===== src/rtl/video_pkg.sv =====
// rtl/video_pkg.sv - SVGA 800x600@60 timing defaults, pattern mode enum and RGB pixel type.
package video_pkg;

  localparam int DEF_H_ACTIVE = 800;
  localparam int DEF_H_FP     = 40;
  localparam int DEF_H_SYNC   = 128;
  localparam int DEF_H_BP     = 88;
  localparam int DEF_V_ACTIVE = 600;
  localparam int DEF_V_FP     = 1;
  localparam int DEF_V_SYNC   = 4;
  localparam int DEF_V_BP     = 23;
  localparam int DEF_POS_W    = 11;
  localparam int DEF_COLOR_W  = 4;
  localparam int DEF_SQ_LOG2  = 5;

  typedef enum logic [1:0] {
    MODE_CHECKER = 2'd0,
    MODE_SCROLL  = 2'd1,
    MODE_BARS    = 2'd2,
    MODE_SOLID   = 2'd3
  } mode_t;

  typedef struct packed {
    logic [DEF_COLOR_W-1:0] r;
    logic [DEF_COLOR_W-1:0] g;
    logic [DEF_COLOR_W-1:0] b;
  } rgb_t;

endpackage


===== src/rtl/video_timing.sv =====
// rtl/video_timing.sv - h/v position counters with active, sync and frame-boundary decode.
module video_timing
  import video_pkg::*;
#(
  parameter int H_ACTIVE  = DEF_H_ACTIVE,
  parameter int H_FP      = DEF_H_FP,
  parameter int H_SYNC    = DEF_H_SYNC,
  parameter int H_BP      = DEF_H_BP,
  parameter int V_ACTIVE  = DEF_V_ACTIVE,
  parameter int V_FP      = DEF_V_FP,
  parameter int V_SYNC    = DEF_V_SYNC,
  parameter int V_BP      = DEF_V_BP,
  parameter bit HSYNC_POL = 1'b1,
  parameter bit VSYNC_POL = 1'b1,
  parameter int POS_W     = DEF_POS_W
) (
  input  logic             clk_i,
  input  logic             rst_ni,
  output logic [POS_W-1:0] h_o,
  output logic [POS_W-1:0] v_o,
  output logic             active_o,
  output logic             hsync_o,
  output logic             vsync_o,
  output logic             line_end_o,
  output logic             frame_strobe_o
);

  localparam int H_TOTAL = H_ACTIVE + H_FP + H_SYNC + H_BP;
  localparam int V_TOTAL = V_ACTIVE + V_FP + V_SYNC + V_BP;

  localparam logic [POS_W-1:0] H_LAST   = POS_W'(H_TOTAL - 1);
  localparam logic [POS_W-1:0] V_LAST   = POS_W'(V_TOTAL - 1);
  localparam logic [POS_W-1:0] H_ACT    = POS_W'(H_ACTIVE);
  localparam logic [POS_W-1:0] V_ACT    = POS_W'(V_ACTIVE);
  localparam logic [POS_W-1:0] HS_START = POS_W'(H_ACTIVE + H_FP);
  localparam logic [POS_W-1:0] HS_END   = POS_W'(H_ACTIVE + H_FP + H_SYNC);
  localparam logic [POS_W-1:0] VS_START = POS_W'(V_ACTIVE + V_FP);
  localparam logic [POS_W-1:0] VS_END   = POS_W'(V_ACTIVE + V_FP + V_SYNC);

  logic [POS_W-1:0] h_q, h_d;
  logic [POS_W-1:0] v_q, v_d;

  always_ff @(posedge clk_i or negedge rst_ni) begin
    if (!rst_ni) begin
      h_q <= '0;
      v_q <= '0;
    end else begin
      h_q <= h_d;
      v_q <= v_d;
    end
  end

  always_comb begin
    h_d = h_q + 1'b1;
    v_d = v_q;
    if (h_q == H_LAST) begin
      h_d = '0;
      v_d = (v_q == V_LAST) ? '0 : v_q + 1'b1;
    end
  end

  assign h_o            = h_q;
  assign v_o            = v_q;
  assign active_o       = (h_q < H_ACT) && (v_q < V_ACT);
  assign hsync_o        = ((h_q >= HS_START) && (h_q < HS_END)) ? HSYNC_POL : ~HSYNC_POL;
  assign vsync_o        = ((v_q >= VS_START) && (v_q < VS_END)) ? VSYNC_POL : ~VSYNC_POL;
  assign line_end_o     = (h_q == H_LAST);
  assign frame_strobe_o = (h_q == '0) && (v_q == '0);

endmodule


===== src/rtl/squares_gen.sv =====
// rtl/squares_gen.sv - pattern engine and aligned output pipe driving VGA DAC pins.
// Optional per-frame horizontal scroll of mode 1 is built when SQUARES_SCROLL_EN is defined.
module squares_gen
  import video_pkg::*;
#(
  parameter int H_ACTIVE       = DEF_H_ACTIVE,
  parameter int H_FP           = DEF_H_FP,
  parameter int H_SYNC         = DEF_H_SYNC,
  parameter int H_BP           = DEF_H_BP,
  parameter int V_ACTIVE       = DEF_V_ACTIVE,
  parameter int V_FP           = DEF_V_FP,
  parameter int V_SYNC         = DEF_V_SYNC,
  parameter int V_BP           = DEF_V_BP,
  parameter bit HSYNC_POL      = 1'b1,
  parameter bit VSYNC_POL      = 1'b1,
  parameter int POS_W          = DEF_POS_W,
  parameter int COLOR_W        = DEF_COLOR_W,
  parameter int SQ_LOG2        = DEF_SQ_LOG2,
  parameter int PIPELINE_DELAY = 1
) (
  input  logic                 clk40,
  input  logic                 rst_n,
  input  logic [1:0]           mode,
  input  logic [3*COLOR_W-1:0] fg_color,
  input  logic [3*COLOR_W-1:0] bg_color,
  output logic [COLOR_W-1:0]   red,
  output logic [COLOR_W-1:0]   green,
  output logic [COLOR_W-1:0]   blue,
  output logic                 hsync,
  output logic                 vsync,
  output logic                 video_active,
  output logic                 frame_start,
  output logic [POS_W-1:0]     h_pos,
  output logic [POS_W-1:0]     v_pos
);

  localparam int BAR_W = H_ACTIVE / 8;
  localparam logic [POS_W-1:0] BAR_LAST = POS_W'(BAR_W - 1);

  typedef struct packed {
    logic [3*COLOR_W-1:0] rgb;
    logic                 hsync;
    logic                 vsync;
    logic                 active;
    logic                 fs;
  } pipe_t;

  localparam pipe_t PIPE_RST = '{rgb: '0, hsync: ~HSYNC_POL, vsync: ~VSYNC_POL,
                                 active: 1'b0, fs: 1'b0};

  logic [POS_W-1:0] h, v;
  logic             active, hs, vs, line_end, frame_strobe;

  video_timing #(
    .H_ACTIVE (H_ACTIVE), .H_FP (H_FP), .H_SYNC (H_SYNC), .H_BP (H_BP),
    .V_ACTIVE (V_ACTIVE), .V_FP (V_FP), .V_SYNC (V_SYNC), .V_BP (V_BP),
    .HSYNC_POL(HSYNC_POL), .VSYNC_POL(VSYNC_POL), .POS_W(POS_W)
  ) u_timing (
    .clk_i          (clk40),
    .rst_ni         (rst_n),
    .h_o            (h),
    .v_o            (v),
    .active_o       (active),
    .hsync_o        (hs),
    .vsync_o        (vs),
    .line_end_o     (line_end),
    .frame_strobe_o (frame_strobe)
  );

  // Pixel (0,0) already uses the newly sampled mode, so a frame never mixes modes.
  mode_t mode_q, mode_eff;
  assign mode_eff = frame_strobe ? mode_t'(mode) : mode_q;

  logic x_scroll;
`ifdef SQUARES_SCROLL_EN
  localparam logic [POS_W-1:0] V_LAST = POS_W'(V_ACTIVE + V_FP + V_SYNC + V_BP - 1);
  logic [7:0]       frame_cnt_q, frame_cnt_d;
  logic [POS_W-1:0] scroll_x;

  // Advancing on the wrap into (0,0) makes the whole new frame see the new count.
  assign frame_cnt_d = (line_end && (v == V_LAST)) ? frame_cnt_q + 8'd1 : frame_cnt_q;
  assign scroll_x    = h + POS_W'(frame_cnt_q);
  assign x_scroll    = scroll_x[SQ_LOG2];

  always_ff @(posedge clk40 or negedge rst_n) begin
    if (!rst_n) frame_cnt_q <= 8'd0;
    else        frame_cnt_q <= frame_cnt_d;
  end
`else
  assign x_scroll = h[SQ_LOG2];
`endif

  logic [POS_W-1:0] px_q, px_d;
  logic [2:0]       bar_q, bar_d;

  always_ff @(posedge clk40 or negedge rst_n) begin
    if (!rst_n) begin
      mode_q <= MODE_CHECKER;
      px_q   <= '0;
      bar_q  <= 3'd0;
    end else begin
      mode_q <= mode_eff;
      px_q   <= px_d;
      bar_q  <= bar_d;
    end
  end

  // Bar index tracks h without a divider; the last bar absorbs the truncation remainder.
  always_comb begin
    px_d  = px_q;
    bar_d = bar_q;
    if (line_end) begin
      px_d  = '0;
      bar_d = 3'd0;
    end else if (bar_q != 3'd7) begin
      if (px_q == BAR_LAST) begin
        px_d  = '0;
        bar_d = bar_q + 3'd1;
      end else begin
        px_d = px_q + 1'b1;
      end
    end
  end

  logic [2:0]           bar_code;
  logic [3*COLOR_W-1:0] bar_rgb, pix;
  pipe_t                stage_in;

  assign bar_code = 3'd7 - bar_q;
  assign bar_rgb  = {{COLOR_W{bar_code[2]}}, {COLOR_W{bar_code[1]}}, {COLOR_W{bar_code[0]}}};

  always_comb begin
    pix = bg_color;
    case (mode_eff)
      MODE_CHECKER: pix = (h[SQ_LOG2] ^ v[SQ_LOG2]) ? fg_color : bg_color;
      MODE_SCROLL:  pix = (x_scroll ^ v[SQ_LOG2]) ? fg_color : bg_color;
      MODE_BARS:    pix = bar_rgb;
      MODE_SOLID:   pix = fg_color;
      default:      pix = bg_color;
    endcase
    if (!active) pix = '0;
  end

  assign stage_in = '{rgb: pix, hsync: hs, vsync: vs, active: active, fs: frame_strobe};

  pipe_t pipe_q [PIPELINE_DELAY];

  always_ff @(posedge clk40 or negedge rst_n) begin
    if (!rst_n) begin
      for (int i = 0; i < PIPELINE_DELAY; i++) pipe_q[i] <= PIPE_RST;
    end else begin
      pipe_q[0] <= stage_in;
      for (int i = 1; i < PIPELINE_DELAY; i++) pipe_q[i] <= pipe_q[i-1];
    end
  end

  assign {red, green, blue} = pipe_q[PIPELINE_DELAY-1].rgb;
  assign hsync              = pipe_q[PIPELINE_DELAY-1].hsync;
  assign vsync              = pipe_q[PIPELINE_DELAY-1].vsync;
  assign video_active       = pipe_q[PIPELINE_DELAY-1].active;
  assign frame_start        = pipe_q[PIPELINE_DELAY-1].fs;
  assign h_pos              = h;
  assign v_pos              = v;

endmodule


===== config.mk =====
export PLATFORM = sky130hd
export DESIGN_NAME = squares_gen
export DESIGN_NICKNAME = d
export VERILOG_FILES = /design/src/rtl/video_pkg.sv /design/src/rtl/video_timing.sv /design/src/rtl/squares_gen.sv
export SDC_FILE = /design/constraint.sdc
export NUM_CORES = 1
export LEC_CHECK = 0
export ABC_CLOCK_PERIOD_IN_PS = 3600
export CORE_MARGIN = 2
export CORE_UTILIZATION = 49
export CTS_CLUSTER_DIAMETER = 120
export DETAILED_ROUTE_END_ITERATION = 7
export PLACE_DENSITY = 0.79
export SYNTH_ARGS = -nofsm -noshare
export SYNTH_HDL_FRONTEND = slang
export SYNTH_HIERARCHICAL = 1
export SYNTH_SLANG_ARGS = --single-unit

===== constraint.sdc =====
create_clock -name clk40 -period 3.6 [get_ports clk40]
set_input_delay 0.72 -clock clk40 [delete_from_list [all_inputs] [get_ports clk40]]
set_output_delay 0.72 -clock clk40 [all_outputs]
set_load 0.005 [all_outputs]

==> impl_metrics.py <==
metrics = {
    "status": {
        "run_status": "complete, no violations",
    },
    "critical_path": {
        "cp-end-kind": "register",
        "cp_common_cell": "nand2_1",
        "max_stage_delay_ps": 680,
        "path_max_fanout": 13,
        "crit_type": "register to register",
        "cp-start-kind": "register",
        "crit_family": "simple AND/OR/NAND/NOR gates",
        "critPathArrivalTime_ps": 3290,
        "critical_path_buf_inv_count": 2,
        "crit_slowest_cell": "nor4b_1",
        "worstPathCellList": "inv_1 -> ha_1 -> nand2_1 -> nor3_1 -> nand4_1 -> nor4b_1 -> mux2i_1 -> nand2_1 -> o21ai_0 -> buf_4 -> o221a_2",
        "crit_required_ps": 3800,
    },
    "job": {
        "drv_cap": 0,
    },
    "sta": {
        "hold_viol_final": 0,
        "worst_clock_skew_ps": 7.53,
        "post-route-min-period_ps": 3090,
        "drv_slew": 0,
        "relSlewSlack_pct": 49.8,
        "period_share_pct": 85.7,
        "setup_viol": 0,
        "grt_setup_unrepaired": "no",
        "tightest_slew_ps": 743,
        "setup_tns_ps": 0,
        "fmax_mhz": 324,
    },
    "clock_tree": {
        "cts_resized": 0,
        "path_clk_slew_ps": 90,
        "cts_hold_buf": 0,
        "root_buffer": "clkbuf_8",
        "clockBufferDepth": 2,
        "cts_made_buffers": 5,
        "cts_max_level": 2,
        "numClockSinks": 54,
        "clock_latency_ps": 310,
        "postCtsSetupRepairBufs": 0,
        "cts_tree": "done",
    },
    "synth": {
        "synth_top_cell_by_area": "dfrtp_1",
        "synth_area_per_cell_um2": 11.1,
        "postSynthCellCount": 242,
        "syn_nets": 278,
        "yosysUniqueCellTypes": 52,
        "synthDominantCellAreaShare_pct": 50.1,
        "async_flop_share_pct": 100,
        "ys_warn_count": 6,
        "synth-main-ff-cell": "dfrtp_1",
        "synth-seq-cells": 54,
        "synth_edf_count": 0,
        "seq_area_frac_synth_pct": 50.1,
        "synth_area_leaders": "dfrtp_1, o221a_2, xnor2_1",
        "syn-cell-area_mm2": 0.00270,
    },
    "floorplan": {
        "dieArea_mm2": 0.00611,
        "start_util_pct": 49.9,
        "die-height_um": 78.2,
        "core_area_mm2": 0.00541,
        "num_io_pins": 66,
        "die_w_um": 78.2,
        "rows": 27,
    },
    "detailed_routing": {
        "top_layer": "met4",
        "viasPerCell": 5.55,
        "ant_nets": 0,
        "met3_length_um": 389,
        "wirelength_met1_mm": 2.77,
        "drt_iter0_drc": 111,
        "wl_met2_mm": 2.78,
        "drc": 0,
        "drt-pass1-iter-count": 4,
        "via_count": 2104,
        "wl_per_cell_um": 15.9,
        "wirelength_mm": 6.03,
    },
    "power_and_ir_drop": {
        "p_leak_nw": 1.44,
        "p_sw_w": 0.000220,
        "p_int_w": 0.000799,
        "powerDensity_mw_per_mm2": 295,
        "ir_drop_v": 0.000171,
        "power_frac_comb_pct": 7.3,
        "pwr-share-seq_pct": 60.6,
        "p_sw_share_pct": 21.6,
        "clkPwrFrac_pct": 32.0,
    },
    "place": {
        "globalplace.congestion": 0.789,
        "placed_cells": 372,
        "hpwl_mm": 4.23,
        "io_buffers": 65,
    },
    "global_route": {
        "antenna_found_initial": 0,
        "grt_start_max_net_pins": 35,
        "grt_usage_pct": 20.9,
        "grt_pass1_vias": 2019,
        "overflow": 0,
        "grt_pass1_wl_mm": 10.1,
    },
    "worst_hold_path": {
        "hold_class": "input port to asynchronous set/reset pin",
    },
    "cells_and_area": {
        "finalNetCount": 343,
        "diodes": 0,
        "layout.cells.non_filler": 379,
        "drive_above_1_share_pct": 11.4,
        "area_growth_pct": 28.4,
    },
}
[per-stage QoR]
| step | utilization (%) | total power, W | area, um2 | hold WS (ps) | setup WS (ps) |
|---|---|---|---|---|---|
| global placement | 62.6 | 0.000705 | 3380 | 499 | 619 |
| detailed placement | 62.6 | 0.000706 | 3380 | 515 | 545 |
| finish | 64.0 | 0.00102 | 3460 | 471 | 513 |
| CTS | 64.0 | 0.00103 | 3460 | 495 | 512 |
| floorplan | - | 0.000645 | 2700 | 424 | 1070 |
| global route | 64.0 | 0.00106 | 3460 | 536 | 237 |
[area by class of cell]
| cell class | count | area [um2] |
|---|---|---|
| fill | 455 | 1950 |
| multi-input combinational | 173 | 1260 |
| timing repair buffer | 67 | 661 |
| tap | 72 | 90.1 |
| clock buffer | 7 | 76.3 |
| inverter | 6 | 22.5 |
| sequential | 54 | 1350 |
[power groups by stage]
stage	registers (W)	clock network [W]	logic, W
after detailed placement	0.000630	0	0.0000763
after floorplan	0.000632	0	0.0000130
final	0.000618	0.000326	0.0000749
after global placement	0.000630	0	0.0000752
after CTS	0.000618	0.000333	0.0000767
after global routing	0.000619	0.000362	0.0000819
[cell usage after synthesis (3+ instances only)]
cell type and number:
and3_1 5, o21ai_0 7, nor4_1 6, o221a_2 12, nand4_1 5, inv_1 5
ha_1 8, and2_1 3, mux2i_1 4, dfrtp_1 54, xor2_1 9, xnor2_1 14
nand2_1 15, a21boi_0 3, buf_6 3, clkbuf_1 3, nor3_1 11, nand3_1 8
nor2_1 25
[routing by layer]
layer / vias to the layer above / track usage, %
met5: - / 0
met4: 0 / 6.32
met3: 9 / 5.40
met2: 76 / 32.0
met1: 1014 / 29.3
li1: 1005 / -
[cells in the final DEF, fill, tap and decap left out, types with 4 or more instances in the layout]
master,netlist,layout
nor3_1,11,11
xnor2_1,14,14
nor4_1,6,6
inv_1,5,5
o221a_2,12,12
clkdlybuf4s50_1,0,64
nand2_1,15,15
nand4_1,5,5
o21ai_0,7,7
and3_1,5,5
xor2_1,9,9
clkbuf_8,0,5
nand3_1,8,8
dfrtp_1,54,54
nor2_1,25,25
mux2i_1,4,4
ha_1,8,8
[cells by family (layout without fill, tap and decap cells)]
family / Yosys count / count (layout) / share of synthesized area [%]
adders and majority gates: 8 / 8 / 3.71
DFF: 54 / 54 / 50.1
muxes: 7 / 7 / 2.88
xor gates and xnor gates: 23 / 23 / 7.47
buffers and inverters: 15 / 80 / 3.16
and+or+nand+nor: 103 / 103 / 22.7
AOI/OAI and AO/OA: 32 / 32 / 9.98
[flip-flops by register name (all words and copies together), names as in the netlist]
register and count:
hsync 1, px_q 11, u_timing/v_o 11, bar_q 3, blue 4, video_active 1, u_timing/h_o 11, red 4
green 4, vsync 1, frame_start 1, mode_q 2
[worst register-to-register path, delay by kind of cell (launching register included)]
kind / cells / cell delay [ps]
flip-flops: 1 / 470
buffers and inverters: 2 / 310
AND/OR/NAND/NOR: 5 / 1380
AO/OA/AOI/OAI: 2 / 410
multiplexers: 1 / 250
adder cells (fa/ha/maj): 1 / 160
[final timing paths]
path,startpoint,to,slack (ps),cells after the start
max,u_timing/v_o[1],red[0],510,11
min reg2reg,u_timing/h_o[9],u_timing/h_o[9],530,1
min,rst_n,u_timing/h_o[8],470,1
max reg2reg,u_timing/v_o[1],red[0],510,11
min in group clk40,u_timing/h_o[9],u_timing/h_o[9],530,1
max in group asynchronous,rst_n,bar_q[0],2370,2
No activity file was read; power rests on OpenSTA's default activity.
==> RTL change 1: new RTL, config.mk and constraints unchanged <==
Change the package constant `DEF_POS_W` from 11 to 22.
--- a/src/rtl/video_pkg.sv
+++ b/src/rtl/video_pkg.sv
@@ -9,7 +9,7 @@
   localparam int DEF_V_FP     = 1;
   localparam int DEF_V_SYNC   = 4;
   localparam int DEF_V_BP     = 23;
-  localparam int DEF_POS_W    = 11;
+  localparam int DEF_POS_W    = 22;
   localparam int DEF_COLOR_W  = 4;
   localparam int DEF_SQ_LOG2  = 5;
 
Interface: changed (resized h_pos and v_pos); port bits go from 66 to 88. The function was not compared with the original's and may differ.
==> RTL change 1 against the original RTL <==
Final area is 72% higher. Global-route usage is 2.6 points higher. Power is 72% higher. Combinational power is 9.9% higher. Critical endpoint is now blue[3]. Sequential cell count is 33 higher. Clock power is 110% higher. Routed wire length is 100% higher. Cell count is 96% higher. Setup slack worse by 0.013 ns. Sequential power is 60% higher. Synthesized area is 78% higher.
==> RTL change 1: results (changes against the original RTL) <==
placed_design:
  post-place-ws_ns: 0.486  # was 0.545 ns
  dp_hpwl_um: 8680  # was 4230 µm
  portBuffers: 87  # was 65
  gp_congestion: 0.903  # was 0.789
  postPlaceCellArea_mm2: 0.00577  # was 0.00338 mm²
synthesis:
  postSynthNetCount: 561  # was 278
  netlist_instances: 523  # was 242
  synth_cell_types: 63  # was 52
cts:
  htreeDepth: 3  # was 2
  cts_made_buffers: 9  # was 5
  clkTransAtPathRegs_ns: 0.11  # was 0.09 ns
  clk_latency_ns: 0.37  # was 0.31 ns
power:
  pg_comb_uw: 82.3  # was 74.9 µW
  p_seq_uw: 989  # was 618 µW
  power_frac_comb: 0.047  # was 0.073
critical_path:
  worstPathArrival_ns: 3.39  # was 3.29 ns
finish:
  n_fill_cell: 836  # was 455
  final_cell_count_no_fill: 741  # was 379
  layout.nets: 641  # was 343
route:
  route.final.wire_length_um: 12100  # was 6030 µm
  drtIter0Drc: 221  # was 111
  wl_met1_um: 5070  # was 2770 µm
  met3WireLength_um: 628  # was 389 µm
sta:
  slew_headroom: 0.407  # was 0.498
  skew_ns: 0.0182  # was 0.00753 ns
  whs_ns: 0.447  # was 0.471 ns
  period_minus_slack_ns: 3.10  # was 3.09 ns
outcome:
  status: "complete, no violations"  # unchanged
global_routing:
  grtUsageMet1: 0.309  # was 0.293
  grt_max_degree: 67  # was 35
  use_met3: 0.0325  # was 0.0540
  track_usage: 0.234  # was 0.209
-- RTL change 1: area by class of cell --
| class | instances | area, µm² | area share |
|---|---|---|---|
| Clock buffer | 9 | 124 | 0.0208 |
| Clock inverter | 7 | 70.1 | 0.0117 |
| Inverter | 20 | 75.1 | 0.0126 |
| Sequential cell | 87 | 2180 | 0.365 |
| Timing Repair Buffer | 96 | 936 | 0.157 |
| Tap cell | 133 | 166 | 0.0279 |
| Multi-Input combinational cell | 389 | 2410 | 0.405 |
-- RTL change 1: kinds of logic (layout without fill, tap and decap cells) --
kind of cell | count (synthesis) | in the layout | share of synthesized area
fa+ha+maj | 10 | 10 | 0.0260
mux | 4 | 4 | 0.00859
buf+inv | 47 | 132 | 0.0450
compound gates | 91 | 91 | 0.121
simple gates | 258 | 258 | 0.300
flops | 87 | 87 | 0.453
xor+xnor | 26 | 26 | 0.0474
==> RTL change 2: new RTL, same flow settings <==
Made on the original files. Take the reset off `h_q` and load it in a clocked block of its own.
--- a/src/rtl/video_timing.sv
+++ b/src/rtl/video_timing.sv
@@ -42,12 +42,14 @@
 
   always_ff @(posedge clk_i or negedge rst_ni) begin
     if (!rst_ni) begin
-      h_q <= '0;
       v_q <= '0;
     end else begin
-      h_q <= h_d;
       v_q <= v_d;
     end
+  end
+
+  always_ff @(posedge clk_i) begin
+    h_q <= h_d;
   end
 
   always_comb begin
Behaviour: not the same (Yosys sat finds a counterexample within 4 cycles, from zero or initial values and one cycle with rst_n low).
==> RTL change 2 against the original RTL <==
Final area grew 0.98%. Power up 3.2%. Combinational power is 48% lower. Global-route usage shrank 0.69 points. Routed wire length is 1.4% higher. Die area about the same. Synthesized area about the same. Sequential cell count did not move. Setup slack better by 0.17 ns. Largest cell class is now multi-input gates. Largest power group unchanged.
==> RTL change 2: results (changes against the original RTL) <==
outcome:
  status: "complete, no violations"  # unchanged
placed_design:
  portBuffers: 65  # unchanged
  gp_congestion: 0.835  # was 0.789
  dp_hpwl_um: 4300  # was 4230 µm
  post-place-ws_ns: 0.715  # was 0.545 ns
  place_inst: 384  # was 372
synthesis:
  async_flop_share: 0.796  # was 1.00
  ys_top_cells_by_count: "dfrtp_1 (43), nor2_1 (26), nand2_1 (15)"  # was dfrtp_1 (54), nor2_1 (25), nand2_1 (15)
  synth_cell_types: 47  # was 52
  synth_seq_area_share: 0.481  # was 0.501
  postSynthNetCount: 296  # was 278
  netlist_instances: 260  # was 242
  yosys_warnings: 6  # unchanged
  synthTopCellsByArea: "dfrtp_1 (40%), dfxtp_1 (8.2%), o221a_2 (5.0%)"  # was dfrtp_1 (50%), o221a_2 (5.0%), xnor2_1 (4.5%)
cts:
  post_cts_buffers: 0  # unchanged
  htreeDepth: 2  # unchanged
  clk_path_buf_depth: 2  # unchanged
  clk_latency_ns: 0.30
  cts-root-buf: "clkbuf_8"  # unchanged
  clkTransAtPathRegs_ns: 0.10
  cts_made_buffers: 5  # unchanged
  cts-resized-gates: 0  # unchanged
finish:
  layout-drive-gt1-share: 0.0994  # was 0.114
  final_cell_count_no_fill: 392  # was 379
  layout.nets: 357  # was 343
  diodes: 0  # unchanged
route:
  drtIter0Drc: 135  # was 111
  drt-pass1-iter-count: 4  # unchanged
  wl_per_cell_um: 15.6  # was 15.9 µm
  viasPerCell: 5.61  # was 5.55
global_routing:
  grt_pass1_wl_um: 9920  # was 10100 µm
  antenna_found_initial: 0  # unchanged
  grt_max_degree: 44  # was 35
  track_usage: 0.202  # was 0.209
  grt_pass1_vias: 2101  # was 2019
critical_path:
  path_delay_family: "simple AND/OR/NAND/NOR gates"  # unchanged
  worstPathMaxFanout: 13  # unchanged
  worstPathArrival_ns: 3.16  # was 3.29 ns
  slowest_delay_ns: 0.61  # was 0.68 ns
  critPathSlowestCell: "nor4_1"  # was nor4b_1
power:
  vdd_drop_max_mv: 0.186  # was 0.171 mV
  p_int_uw: 837  # was 799 µW
  p_leak_nw: 1.42  # was 1.44 nW
min_path:
  hp-class: "reg2reg"  # was in2async
sta:
  skew_ns: 0.00587  # was 0.00753 ns
  tightest_slew_ns: 0.950  # was 0.743 ns
==> RTL change 2: worst paths after layout <==
kind                                  from  slack, ns  cells after the start               to
hold / removal             u_timing/h_o[0]       0.48                      1  u_timing/h_o[0]
min in group asynchronous            rst_n       0.55                      1          px_q[8]
hold reg to reg            u_timing/h_o[0]       0.48                      1  u_timing/h_o[0]
setup / recovery           u_timing/h_o[6]       0.69                      7         green[3]
setup reg to reg           u_timing/h_o[6]       0.69                      7         green[3]
max in group asynchronous            rst_n       2.46                      1  u_timing/v_o[4]
==> RTL change 2: logic make-up after synthesis <==
family,after synthesis,synth area share
AO/OA/AOI/OAI,33,0.0981
XOR/XNOR,21,0.0711
adder cells (fa/ha/maj),8,0.0372
buffers and inverters,21,0.0349
flip-flops,54,0.481
multiplexers,12,0.0455
AND/OR/NAND/NOR,111,0.232
==> RTL change 2: cell type report <==
cell class | count | area (µm²)
Fill cell | 437 | 1710
Multi-Input combinational cell | 185 | 1310
Sequential cell | 54 | 1300
Timing Repair Buffer | 67 | 661
Tap cell | 70 | 87.6
Clock buffer | 6 | 72.6
Clock inverter | 2 | 37.5
Inverter | 8 | 30.0
==> RTL change 2: power by group through the flow <==
stage | logic, mW | clock network [mW] | registers (mW)
floorplan | 0.0000363 | 0 | 0.617
global placement | 0.0402 | 0 | 0.617
detailed placement | 0.0396 | 0 | 0.617
CTS | 0.0402 | 0.413 | 0.604
global route | 0.0424 | 0.438 | 0.604
finish | 0.0393 | 0.409 | 0.604
==> RTL change 2: routing by layer <==
| layer | vias to the layer above | routed length (µm) | GRT usage |
|---|---|---|---|
| met1 | 1053 | 2840 | 0.272 |
| met4 | 0 | 76 | 0.0596 |
| met2 | 91 | 2850 | 0.332 |
| met5 | - | 0 | 0 |
| li1 | 1048 | - | - |
| met3 | 8 | 357 | 0.0391 |
==> RTL change 2: worst register-to-register path, cell delays in order, from the launching register on <==
cell	delay, ns
dfxtp_1	0.38
or4_4	0.58
nor4_1	0.61
mux2i_1	0.38
nand2_1	0.33
o21ai_0	0.17
buf_4	0.20
o221a_2	0.21
==> RTL change 2: stage by stage <==
step / hold slack, ns / cell area (µm²)
6_report: 0.485 / 3490
5_1_grt: 0.526 / 3490
4_1_cts: 0.487 / 3490
3_5_place_dp: 0.466 / 3380
3_3_place_gp: 0.457 / 3380
2_1_floorplan: 0.424 / 2690
